$ cat src/rtl/riscv_32i_control_pkg.sv
// RV32I control encodings: ALU operation selector and ALU issue-unit states.
// Latency: n/a (types only).
// Backpressure: n/a.
package riscv_32i_control_pkg;

  localparam int ALU_OP_W = 4;

  // ADD is the all-zero encoding, so a cleared ALU op register means ADD.
  typedef enum logic [ALU_OP_W-1:0] {
    ALU_ADD  = 4'd0,
    ALU_SUB  = 4'd1,
    ALU_SLL  = 4'd2,
    ALU_SLT  = 4'd3,
    ALU_SLTU = 4'd4,
    ALU_XOR  = 4'd5,
    ALU_SRL  = 4'd6,
    ALU_SRA  = 4'd7,
    ALU_OR   = 4'd8,
    ALU_AND  = 4'd9
  } alu_op_t;

  typedef enum logic [1:0] {
    ST_IDLE  = 2'd0,
    ST_RUN   = 2'd1,
    ST_STALL = 2'd2
  } alu_issue_state_t;

endpackage

$ cat src/rtl/riscv_32i_defs_pkg.sv
// RV32I base definitions: machine word type and width.
// Latency: n/a (types only).
// Backpressure: n/a.
package riscv_32i_defs_pkg;

  localparam int XLEN = 32;

  typedef logic [XLEN-1:0] word_t;

endpackage

$ cat src/rtl/sync_fifo.sv
// Generic synchronous FIFO, DEPTH entries (power of two) of WIDTH bits.
// Latency: a pushed entry is visible at head_dat the cycle after the push edge.
// Backpressure: push ignored when full, pop ignored when empty; full/empty/count exported.
// Ports: clk, reset (sync, active-high); push/push_dat in; pop in; head_dat, full, empty, count out.
module sync_fifo #(
  parameter int DEPTH = 4,
  parameter int WIDTH = 8,
  localparam int PTR_W = $clog2(DEPTH),
  localparam int CNT_W = $clog2(DEPTH + 1)
) (
  input  logic             clk,
  input  logic             reset,
  input  logic             push,
  input  logic [WIDTH-1:0] push_dat,
  input  logic             pop,
  output logic [WIDTH-1:0] head_dat,
  output logic             full,
  output logic             empty,
  output logic [CNT_W-1:0] count
);

  logic [WIDTH-1:0] mem_q [DEPTH];
  logic [WIDTH-1:0] mem_d [DEPTH];
  logic [PTR_W-1:0] wr_ptr_q, wr_ptr_d;
  logic [PTR_W-1:0] rd_ptr_q, rd_ptr_d;
  logic [CNT_W-1:0] count_q, count_d;
  logic             do_push;
  logic             do_pop;

  assign full     = (count_q == CNT_W'(DEPTH));
  assign empty    = (count_q == '0);
  assign count    = count_q;
  assign head_dat = mem_q[rd_ptr_q];
  assign do_push  = push && !full;
  assign do_pop   = pop && !empty;

  always_comb begin
    mem_d    = mem_q;
    wr_ptr_d = wr_ptr_q;
    rd_ptr_d = rd_ptr_q;
    count_d  = count_q;
    if (do_push) begin
      mem_d[wr_ptr_q] = push_dat;
      // Pointers wrap naturally because DEPTH is a power of two.
      wr_ptr_d = wr_ptr_q + PTR_W'(1);
    end
    if (do_pop) begin
      rd_ptr_d = rd_ptr_q + PTR_W'(1);
    end
    case ({do_push, do_pop})
      2'b10:   count_d = count_q + CNT_W'(1);
      2'b01:   count_d = count_q - CNT_W'(1);
      default: count_d = count_q;
    endcase
  end

  // Storage carries no reset: entries are only read once count says they are valid.
  always_ff @(posedge clk) begin
    mem_q <= mem_d;
  end

  always_ff @(posedge clk) begin
    if (reset) begin
      wr_ptr_q <= '0;
      rd_ptr_q <= '0;
      count_q  <= '0;
    end else begin
      wr_ptr_q <= wr_ptr_d;
      rd_ptr_q <= rd_ptr_d;
      count_q  <= count_d;
    end
  end

endmodule

$ cat src/rtl/alu_issue_unit.sv
// ALU issue front end: request FIFO -> combinational ALU -> registered response slot.
// Latency: response valid one edge after the issue cycle (FIFO path: 1 cycle after accept; ALU_ISSUE_BYPASS_EN: 0).
// Backpressure: req_ready = FIFO not full (no path from rsp_ready); slot holds while rsp_ready is low.
// Ports: clk, reset (sync, active-high); req_* valid/ready request channel; alu_op/alu_in_a/alu_in_b out
// and alu_result/alu_zero in to the ALU; rsp_* valid/ready response channel; count = FIFO occupancy.
// Optional macro ALU_ISSUE_BYPASS_EN: a request arriving at an empty FIFO with a free slot skips the FIFO.
module alu_issue_unit
  import riscv_32i_defs_pkg::*;
  import riscv_32i_control_pkg::*;
#(
  parameter int FIFO_DEPTH = 4,
  parameter int TAG_W      = 4
) (
  input  logic                            clk,
  input  logic                            reset,
  input  logic                            req_valid,
  output logic                            req_ready,
  input  alu_op_t                         req_op,
  input  word_t                           req_a,
  input  word_t                           req_b,
  input  logic [TAG_W-1:0]                req_tag,
  output alu_op_t                         alu_op,
  output word_t                           alu_in_a,
  output word_t                           alu_in_b,
  input  word_t                           alu_result,
  input  logic                            alu_zero,
  output logic                            rsp_valid,
  input  logic                            rsp_ready,
  output word_t                           rsp_result,
  output logic                            rsp_zero,
  output logic [TAG_W-1:0]                rsp_tag,
  output logic [$clog2(FIFO_DEPTH+1)-1:0] count
);

  localparam int CNT_W = $clog2(FIFO_DEPTH + 1);
  localparam int PAY_W = ALU_OP_W + 2 * XLEN + TAG_W;

  logic [PAY_W-1:0] head_dat;
  logic             fifo_full, fifo_empty;
  logic [CNT_W-1:0] fifo_count;
  alu_op_t          head_op;
  word_t            head_a, head_b;
  logic [TAG_W-1:0] head_tag;

  logic accept, slot_free, issue, bypass, push, load, fifo_drains;
  logic [TAG_W-1:0] issue_tag;

  alu_op_t          alu_op_q, alu_op_d;
  word_t            alu_a_q, alu_a_d;
  word_t            alu_b_q, alu_b_d;
  logic             rsp_valid_q, rsp_valid_d;
  word_t            rsp_result_q, rsp_result_d;
  logic             rsp_zero_q, rsp_zero_d;
  logic [TAG_W-1:0] rsp_tag_q, rsp_tag_d;
  alu_issue_state_t state_q, state_d;

  assign req_ready = !fifo_full;
  assign accept    = req_valid && req_ready;
  assign slot_free = !rsp_valid_q || rsp_ready;
  assign issue     = !fifo_empty && slot_free;
`ifdef ALU_ISSUE_BYPASS_EN
  assign bypass    = accept && fifo_empty && slot_free;
`else
  assign bypass    = 1'b0;
`endif
  assign push      = accept && !bypass;
  assign load      = issue || bypass;

  assign {head_op, head_a, head_b, head_tag} = head_dat;

  sync_fifo #(
    .DEPTH (FIFO_DEPTH),
    .WIDTH (PAY_W)
  ) u_req_fifo (
    .clk      (clk),
    .reset    (reset),
    .push     (push),
    .push_dat ({req_op, req_a, req_b, req_tag}),
    .pop      (issue),
    .head_dat (head_dat),
    .full     (fifo_full),
    .empty    (fifo_empty),
    .count    (fifo_count)
  );

  // ALU operands: the issuing entry this cycle, otherwise the last issued operands.
  always_comb begin
    alu_op    = alu_op_q;
    alu_in_a  = alu_a_q;
    alu_in_b  = alu_b_q;
    issue_tag = head_tag;
    if (issue) begin
      alu_op   = head_op;
      alu_in_a = head_a;
      alu_in_b = head_b;
    end else if (bypass) begin
      alu_op    = req_op;
      alu_in_a  = req_a;
      alu_in_b  = req_b;
      issue_tag = req_tag;
    end
    alu_op_d = alu_op;
    alu_a_d  = alu_in_a;
    alu_b_d  = alu_in_b;
  end

  // Response slot: a load takes priority over a drain so back-to-back issue keeps rsp_valid high.
  always_comb begin
    rsp_valid_d  = rsp_valid_q;
    rsp_result_d = rsp_result_q;
    rsp_zero_d   = rsp_zero_q;
    rsp_tag_d    = rsp_tag_q;
    if (load) begin
      rsp_valid_d  = 1'b1;
      rsp_result_d = alu_result;
      rsp_zero_d   = alu_zero;
      rsp_tag_d    = issue_tag;
    end else if (rsp_valid_q && rsp_ready) begin
      rsp_valid_d = 1'b0;
    end
  end

  // FIFO is empty after this edge unless something is pushed.
  assign fifo_drains = (fifo_empty || (fifo_count == CNT_W'(1) && issue)) && !push;

  always_comb begin
    state_d = state_q;
    unique case (state_q)
      ST_IDLE: begin
        if (accept) state_d = ST_RUN;
      end
      ST_RUN: begin
        if (rsp_valid_q && !rsp_ready)       state_d = ST_STALL;
        else if (fifo_drains && !rsp_valid_d) state_d = ST_IDLE;
      end
      ST_STALL: begin
        if (rsp_ready) state_d = ST_RUN;
      end
      default: state_d = ST_IDLE;
    endcase
  end

  always_ff @(posedge clk) begin
    if (reset) begin
      alu_op_q     <= ALU_ADD;
      alu_a_q      <= '0;
      alu_b_q      <= '0;
      rsp_valid_q  <= 1'b0;
      rsp_result_q <= '0;
      rsp_zero_q   <= 1'b0;
      rsp_tag_q    <= '0;
      state_q      <= ST_IDLE;
    end else begin
      alu_op_q     <= alu_op_d;
      alu_a_q      <= alu_a_d;
      alu_b_q      <= alu_b_d;
      rsp_valid_q  <= rsp_valid_d;
      rsp_result_q <= rsp_result_d;
      rsp_zero_q   <= rsp_zero_d;
      rsp_tag_q    <= rsp_tag_d;
      state_q      <= state_d;
    end
  end

  assign rsp_valid  = rsp_valid_q;
  assign rsp_result = rsp_result_q;
  assign rsp_zero   = rsp_zero_q;
  assign rsp_tag    = rsp_tag_q;
  assign count      = fifo_count;

endmodule

$ cat config.mk
export PLATFORM = sky130hd
export DESIGN_NAME = alu_issue_unit
export DESIGN_NICKNAME = d
export VERILOG_FILES = /design/src/rtl/riscv_32i_control_pkg.sv /design/src/rtl/riscv_32i_defs_pkg.sv /design/src/rtl/sync_fifo.sv /design/src/rtl/alu_issue_unit.sv
export SDC_FILE = /design/constraint.sdc
export NUM_CORES = 1
export LEC_CHECK = 0
export CAP_MARGIN = 5
export CORE_MARGIN = 10
export CORE_UTILIZATION = 58
export CTS_CLUSTER_SIZE = 16
export DETAILED_ROUTE_END_ITERATION = 8
export PLACE_DENSITY = 0.81
export SKIP_LAST_GASP = 1
export SLEW_MARGIN = 10
export SYNTH_ARGS = -nofsm -noshare
export SYNTH_HDL_FRONTEND = slang
export SYNTH_SLANG_ARGS = --single-unit
$ cat constraint.sdc
create_clock -name clk -period 4.6 [get_ports clk]
set_input_delay 0.69 -clock clk [delete_from_list [all_inputs] [get_ports clk]]
set_output_delay 0.69 -clock clk [all_outputs]
set_load 0.01 [all_outputs]
* Word-level counts from Yosys, hierarchy flattened *
Index checks and enable logic that the tools add are counted.

cells by class
  reduce and logical (&&, ||, !) cells = 13
  muxes and demuxes = 12
  equal/unequal tests = 3
  bitwise gates (word level) = 2
  add/sub/neg operators = 4
  $lt $le $gt $ge = 3

operators with widths
  operator               count
  $bwmux W288            1
  $mux W72               3
  $bmux W72 S2           1
  $demux W72 S2          1
  $mux W32               2
  $ge A3 B3 Y1 const B   2
  $logic_and A1 B1 Y1    6
  $not A2 Y3             2
  $pmux W3 S2            1
  $add A2 B1 Y2 const B  2
  $mux W4                1
  $reduce_bool A2 Y1     2
  $add A3 B1 Y3 const B  1
  $eq A3 B3 Y1 const B   1
  $logic_not A1 Y1       3
  $logic_not A3 Y1       1
  $lt A3 B1 Y1 const B   1
  $sub A3 B1 Y3 const B  1
  $eq A2 B1 Y1 const B   1
  $eq A2 B2 Y1 const B   1
  $mux W1                2
  $logic_or A1 B1 Y1     1

word-level totals
  bits of input ports = 109
  register bits = 401

* Longest topological paths before layout *
Gate-level depths: netlist of the first run.

  depth after elaboration = 6
  depth in mapped cells = 9
  depth with buffers taken out = 7

* Hierarchy *
A second synthesis of the first run with hierarchy kept.

unflattened totals
  cell total of the unflattened synthesis = 963
  area, all modules = 16575.9 µm²

by module, submodules not included
  module          area an instance (µm²)  cells an instance  times used
  sync_fifo       10827.9                 426                1
  alu_issue_unit  5748.0                  537                1

* Least setup slack after synthesis of the first run *
No wires, ideal clock.

  path type = register to register
  start point = register u_req_fifo.count_q[0] (netlist: u_req_fifo.count[0])
  end point = register u_req_fifo.mem_q[0] in the netlist's numbering (enable)
  cell stages (with the launch flop) = 4
  arrival time = 2749 ps
  library setup time = 438 ps
  slack = 1413 ps
  cell sequence = dfxtp_1 or3b_1 clkbuf_1 and3_1

on the way
  longest elaborated chain between the ends = 4

ends and longest elaborated chain
  item                    RTL line              text
  from (decl)             sync_fifo.sv:26       logic [CNT_W-1:0] count_q, count_d;
  from (signal assigned)  sync_fifo.sv:70       count_q <= count_d;
  $eq A3 B3 Y1 *          sync_fifo.sv:30       assign full = (count_q == CNT_W'(DEPTH));
  $logic_not A1 Y1 *      alu_issue_unit.sv:57  assign req_ready = !fifo_full;
  net req_ready           alu_issue_unit.sv:17  output logic req_ready,
  $logic_and A1 B1 Y1     alu_issue_unit.sv:58  assign accept = req_valid && req_ready;
  $logic_and A1 B1 Y1 *   sync_fifo.sv:34       assign do_push = push && !full;
  to (signal assigned)    sync_fifo.sv:59       mem_q <= mem_d;
  to (decl)               sync_fifo.sv:22       logic [WIDTH-1:0] mem_q [DEPTH];

The timed path passes the listed nets; every way through them passes the cells marked *.
A chain may end at the register's enable or synchronous reset.

* Worst setup path after layout of the first run *
  start point = register u_req_fifo.count_q[0] (netlist: u_req_fifo.count[0])
  end point = output alu_in_b[18]

on the way
  longest elaborated chain between the ends = 4

ends and longest elaborated chain
  item                 RTL line              text
  $logic_not A3 Y1     sync_fifo.sv:31       assign empty = (count_q == '0);
  $logic_not A1 Y1     alu_issue_unit.sv:60  assign issue = !fifo_empty && slot_free;
  $logic_and A1 B1 Y1  alu_issue_unit.sv:60
  $mux W32             alu_issue_unit.sv:92  if (issue) begin
  to (decl)            alu_issue_unit.sv:24  output word_t alu_in_b,

No other way between the ends.

==> results.yml, run 1 <==
sta:
  layout_min_cycle_time_ns: 3.70
  finalSetupTns_ns: 0
  slew_headroom_pct: 33.1
  rsz0062_at_grt: "false"
  finalCritPeriodShare_pct: 80.5
  maxSlewViolCount: 0
  worst_pin_slew_ns: 1.00
  setup_viol: 0
  hold_slack_ns: 0.478
  setup_slack_ns: 0.896
  hold_violations: 0
  fin_worst_skew_ns: 0.0148
  clock.fmax_mhz: 270
global_route:
  grt_use_met1_pct: 25.9
  grt_overflow_total: 0
  grt_pass1_vias: 9498
  grt_start_max_net_pins: 92
  antenna_found_initial: 1
  grt_pass1_wl_um: 53700
  busiest_layer: "met2"
  use_met2_pct: 34.9
  grt_usage_pct: 20.4
  met3_usage_pct: 4.64
logic_synthesis:
  synth_seq_cells: 401
  synth_area_leaders: "edfxtp_1 (57%), dfxtp_1 (15%), mux4_2 (11%)"
  synth_edf_count: 288
  yosysMostFrequentCell: "edfxtp_1"
  postSynthAreaPerCell_um2: 15.4
  yosysWarnings: 0
  yosysUniqueCellTypes: 30
  ys.flop_type: "edfxtp_1"
  synth_commonest_cells: "edfxtp_1 (288), dfxtp_1 (113), a21oi_1 (110), nand3_1 (107), o21ai_0 (106)"
  synthCells: 976
  syn-num-nets: 1091
  synth.cell_area_mm2: 0.0150
  netlist.area_leader.share_pct: 57.5
  yosysTopAreaCell: "edfxtp_1"
  ys_seq_area_share_pct: 72.5
  async_flop_share_pct: 0
run:
  maxCapViolations: 0
setup_path:
  rr_startpoint: "u_req_fifo.count[0]"
  critPathMaxStageDelay_ns: 0.87
  cp_max_fo: 75
  r2r_setup_slack_ns: 1.64
  critPathArrivalTime_ns: 3.01
  endpoint_kind: "output port"
  path_class: "reg -> out"
  r2r_end: "u_req_fifo.count[2]"
  crit_path_top_delay_cell: "or3_4"
  cp_cell_sequence: "or3_4 -> buf_4 -> nand3_1 -> nand2_1 -> clkdlybuf4s50_1"
  crit_required_ns: 3.91
  start_kind: "flip-flop"
  reg2reg_depth: 8
clocking:
  cts_resized: 0
  path_clk_slew_ns: 0.06
  cts_buffer_depth: 3
  clockRootBuffer: "clkbuf_16"
  tritoncts: "built"
  clkSinkCount: 401
  post-cts-setup-buffers: 0
  clk_latency_ns: 0.52
  cts_buffers: 40
  cts_htree_levels: 2
  ctsHoldBuffers: 0
floorplan:
  die_x_um: 181
  ios: 219
  die_h_um: 181
  start_util_pct: 59.4
  core_region_area_mm2: 0.0253
  die-area_mm2: 0.0328
  rows: 58
layout:
  nFillCells: 1530
  drive_gt1_share_pct: 13.5
  area_growth_pct: 25.0
  design_area_mm2: 0.0188
  nets: 1292
place:
  hpwl_um: 21000
  pre_cts_ws_ns: 1.08
  dpl_cell_area_mm2: 0.0175
  io_buffers: 218
  gp_congestion: 0.796
drt:
  vias: 9251
  dr.pass1.iters: 4
  drtIter0Drc: 728
  drc: 0
  wl_per_cell_um: 22.6
  drt_wl_total_um: 34700
  ant_nets: 0
  viasPerCell: 6.01
power_and_ir_drop:
  seqPwrFrac_pct: 38.4
  power.density_mw_per_mm2: 662
  p_switching_mw: 3.93
  clock_power_share_pct: 25.1
  combPwrFrac_pct: 36.6
  switching_share_pct: 31.5
  vdd_drop_max_uv: 399
  p_int_mw: 8.52
  power_leakage_nw: 6.43
hold_path:
  holdPathStages: 2
  holdPathEnd: "rsp_tag[0]"
  hp-start: "rsp_tag[0]"
  hold_class: "reg -> reg"
outcome:
  status: "complete, no violations"
## kinds of logic (layout without fill, tap and decap cells)
kind of cell	count (synthesis)	count (layout)	share of synthesized area (%)
buffers and inverters	82	313	2.56
multiplexers	73	73	10.8
adder cells (fa/ha/maj)	6	6	0.549
AND/OR/NAND/NOR	191	191	5.92
XOR/XNOR	2	2	0.116
other	0	1	0
AO/OA/AOI/OAI	221	221	7.48
flip-flops	401	401	72.5
## stage by stage
stage	cells	utilization (%)	power [mW]
6_report	1538	74.2	12.4
5_1_grt	1538	74.2	13.1
4_1_cts	1537	74.2	12.6
3_5_place_dp	1465	69.2	9.42
3_3_place_gp	1465	69.2	9.31
2_1_floorplan	976	-	7.36
## power by group through the flow
stage	registers (mW)	clock network [mW]	logic [mW]
finish	4.78	3.12	4.55
detailed placement	4.85	0	4.57
global placement	4.82	0	4.50
floorplan	4.76	0	2.60
CTS	4.78	3.17	4.61
global route	4.84	3.30	4.91
## how the worst max path moves through the flow
stage                             start             endpoint  slack, ns  depth (start not counted)
floorplan           u_req_fifo.count[0]  u_req_fifo.mem_q[0]       1.41                          3
global placement              rsp_ready         alu_in_b[14]       1.10                          6
detailed placement            rsp_ready          alu_in_b[2]       1.08                          6
CTS                 u_req_fifo.count[0]         alu_in_b[18]       0.87                          5
global route        u_req_fifo.count[0]         alu_in_b[18]       0.76                          5
finish              u_req_fifo.count[0]         alu_in_b[18]       0.90                          5
## sequential cells by signal, summed over array words and instances, names as in the netlist
name / cells
alu_a_q: 32
alu_b_q: 32
alu_op_q: 4
rsp_result: 32
rsp_tag: 4
rsp_valid: 1
rsp_zero: 1
u_req_fifo.count: 3
u_req_fifo.mem_q: 288
u_req_fifo.rd_ptr_q: 2
u_req_fifo.wr_ptr_q: 2
## layout by cell type, fill, tap and decap left out, drive strengths merged, types with 2 or more instances in the layout
cell / synthesis / layout
clkinv: 0 / 10
inv: 3 / 3
dfxtp: 113 / 113
and3: 4 / 4
nand3: 107 / 107
clkinvlp: 0 / 5
buf: 34 / 21
mux4: 72 / 72
or3: 3 / 3
clkdlybuf4s50: 0 / 217
clkbuf: 45 / 56
ha: 5 / 5
edfxtp: 288 / 288
a21o: 2 / 2
nand2: 69 / 69
nor2: 4 / 4
a21oi: 110 / 110
o21ai: 107 / 107
## critical path, delay by kind of cell (launching register included)
kind	cells	cell delay, ns
flops	1	0.51
buf+inv	2	0.88
simple gates	3	1.09
## cell type report
class / count / area [um^2] / area share [%]
repair buffers: 238 / 2390 / 12.7
clock inverters: 16 / 114 / 0.605
well taps: 330 / 413 / 2.20
diodes: 1 / 2.50 / 0.0133
multi-input cells: 493 / 3790 / 20.1
clock buffers: 56 / 1170 / 6.20
inverters: 3 / 11.3 / 0.0599
flip-flops and latches: 401 / 10900 / 58.1
## routing by layer
| metal | part of all wire [%] | vias up |
|---|---|---|
| met5 | 0 | - |
| met4 | 1.9 | 0 |
| met3 | 7.0 | 47 |
| met2 | 50 | 372 |
| met1 | 41 | 4666 |
| li1 | - | 4166 |
No activity file was read; power rests on OpenSTA's default activity.
==> run 2, diff against run 1 <==
--- a/config.mk
+++ b/config.mk
@@ -7,10 +7,10 @@
 export LEC_CHECK = 0
 export CAP_MARGIN = 5
 export CORE_MARGIN = 10
-export CORE_UTILIZATION = 58
+export CORE_UTILIZATION = 49
 export CTS_CLUSTER_SIZE = 16
 export DETAILED_ROUTE_END_ITERATION = 8
-export PLACE_DENSITY = 0.81
+export PLACE_DENSITY = 0.73
 export SKIP_LAST_GASP = 1
 export SLEW_MARGIN = 10
 export SYNTH_ARGS = -nofsm -noshare
==> constraint.sdc (replaced) <==
create_clock -name clk -period 3.3 [get_ports clk]
set_input_delay 0.495 -clock clk [delete_from_list [all_inputs] [get_ports clk]]
set_output_delay 0.495 -clock clk [all_outputs]
set_load 0.01 [all_outputs]
==> run 2 against run 1 <==
Global-route usage is 2.7 points lower; power is 41% higher; routed wire length grew 0.73%; combinational power up 44%; non-clock buffer count is 7 higher; largest power group unchanged; core utilization down 12 points.
==> results.yml, run 2 (same netlist as run 1, synthesis figures left out) <==
outcome:
  status: "complete, no violations"
global_route:
  grt_start_max_net_pins: 110
  use_met2_pct: 30.3
  grt_pass1_vias: 9384
  busiest_layer: "met2"
  grt_usage_pct: 17.7
  grt_use_met1_pct: 22.2
  met3_usage_pct: 4.21
  antenna_found_initial: 3
  grt_overflow_total: 0
  grt_pass1_wl_um: 54400
clocking:
  cts_buffer_depth: 3
  tritoncts: "built"
  post-cts-setup-buffers: 1
  clockRootBuffer: "clkbuf_16"
  ctsHoldBuffers: 0
  clk_latency_ns: 0.51
  path_clk_slew_ns: 0.06
  clkSinkCount: 401
  cts_htree_levels: 2
  cts_resized: 0
  cts_buffers: 41
drt:
  drt_wl_total_um: 35000
  wl_per_cell_um: 21.7
  dr.pass1.iters: 4
  ant_nets: 0
  drc: 0
  drtIter0Drc: 502
  viasPerCell: 5.67
  vias: 9140
setup_path:
  endpoint_kind: "output port"
  cp_max_fo: 92
  path_class: "reg -> out"
  start_kind: "flip-flop"
  crit_required_ns: 2.80
  critPathArrivalTime_ns: 2.60
place:
  io_buffers: 218
  hpwl_um: 21400
  gp_congestion: 0.763
floorplan:
  rows: 64
  core_region_area_mm2: 0.0304
  die_h_um: 195
  start_util_pct: 49.4
  die_x_um: 195
  ios: 219
  die-area_mm2: 0.0381
layout:
  largest_register_ffs: 288
  area_growth_pct: 26.9
  final_common_cell: "edfxtp_1"
  nets: 1300
  top_register: "u_req_fifo.mem_q"
  mostFrequentLayoutCells: "edfxtp_1 (288), clkdlybuf4s50_1 (217), dfxtp_1 (111), a21oi_1 (110), nand3_1 (107)"
  final_util_pct: 62.7
  drive_gt1_share_pct: 13.8
power_and_ir_drop:
  power_leakage_nw: 6.52
  power.density_mw_per_mm2: 917
  clock_power_share_pct: 24.8
  vdd_drop_max_uv: 700
  power_mw: 17.5
  p_int_mw: 12.0
  switching_share_pct: 31.3
  combPwrFrac_pct: 37.5
  seqPwrFrac_pct: 37.7
  p_switching_mw: 5.49
sta:
  maxSlewViolCount: 0
  slew_headroom_pct: 41.2
  fin_worst_skew_ns: 0.0118
  finalCritPeriodShare_pct: 93.9
  hold_violations: 0
  rsz0062_at_grt: "false"
  worst_pin_slew_ns: 0.881
  finalSetupTns_ns: 0
  layout_min_cycle_time_ns: 3.10
  setup_viol: 0
  clock.fmax_mhz: 323
run:
  maxCapViolations: 0
hold_path:
  hold_class: "reg -> reg"
## run 2: changes by cell type in the layout (fill, tap and decap cells not counted), sizes merged
cell	change
clkinv	+2
buf	+7
clkinvlp	-5
clkbuf	+3
## run 2: worst max-delay path: stages (launching register included)
cell             delay, ns
dfxtp_1               0.50
or3_4                 0.20
buf_12                0.34
nand3_1               0.25
nand2_1               0.12
clkdlybuf4s50_1       0.55
## run 2: through the flow
stage	std cells	area [um^2]	hold WS [ns]	worst slack (ns)
global route	1611	19100	0.496	0.0475
CTS	1610	19100	0.476	0.139
floorplan	976	15000	0.474	0.113
detailed placement	1537	17800	0.468	0.371
global placement	1537	17800	0.459	0.389
finish	1611	19100	0.474	0.202
## run 2: area by class of cell
class / count / area (um^2)
Clock buffer: 59 / 1180
Multi-Input combinational cell: 493 / 3790
Antenna cell: 1 / 2.50
Tap cell: 396 / 495
Timing Repair Buffer: 245 / 2600
Clock inverter: 13 / 82.6
Inverter: 3 / 11.3
Fill cell: 2233 / 11300
Sequential cell: 401 / 10900
## run 2: worst paths after layout
| check | start | end | slack (ns) | cells after the start |
|---|---|---|---|---|
| setup / recovery | u_req_fifo.count[1] | alu_in_b[3] | 0.20 | 5 |
| hold / removal | rsp_result[15] | rsp_result[15] | 0.47 | 2 |
| setup reg to reg | rsp_valid | u_req_fifo.count[2] | 0.86 | 8 |
| hold reg to reg | rsp_result[15] | rsp_result[15] | 0.47 | 2 |
## run 2: power by group through the flow
| stage | Clock (mW) | Sequential, mW | Combinational [mW] |
|---|---|---|---|
| 2_1_floorplan | 0 | 6.64 | 3.62 |
| 3_3_place_gp | 0 | 6.70 | 6.53 |
| 3_5_place_dp | 0 | 6.75 | 6.59 |
| 4_1_cts | 4.42 | 6.61 | 6.70 |
| 5_1_grt | 4.61 | 6.69 | 7.14 |
| 6_report | 4.34 | 6.60 | 6.57 |
## run 2: metal layers
metal	wire length, um	up-vias
met4	646	4
met1	14200	4622
li1	-	4167
met5	27	-
met2	17700	293
met3	2380	54
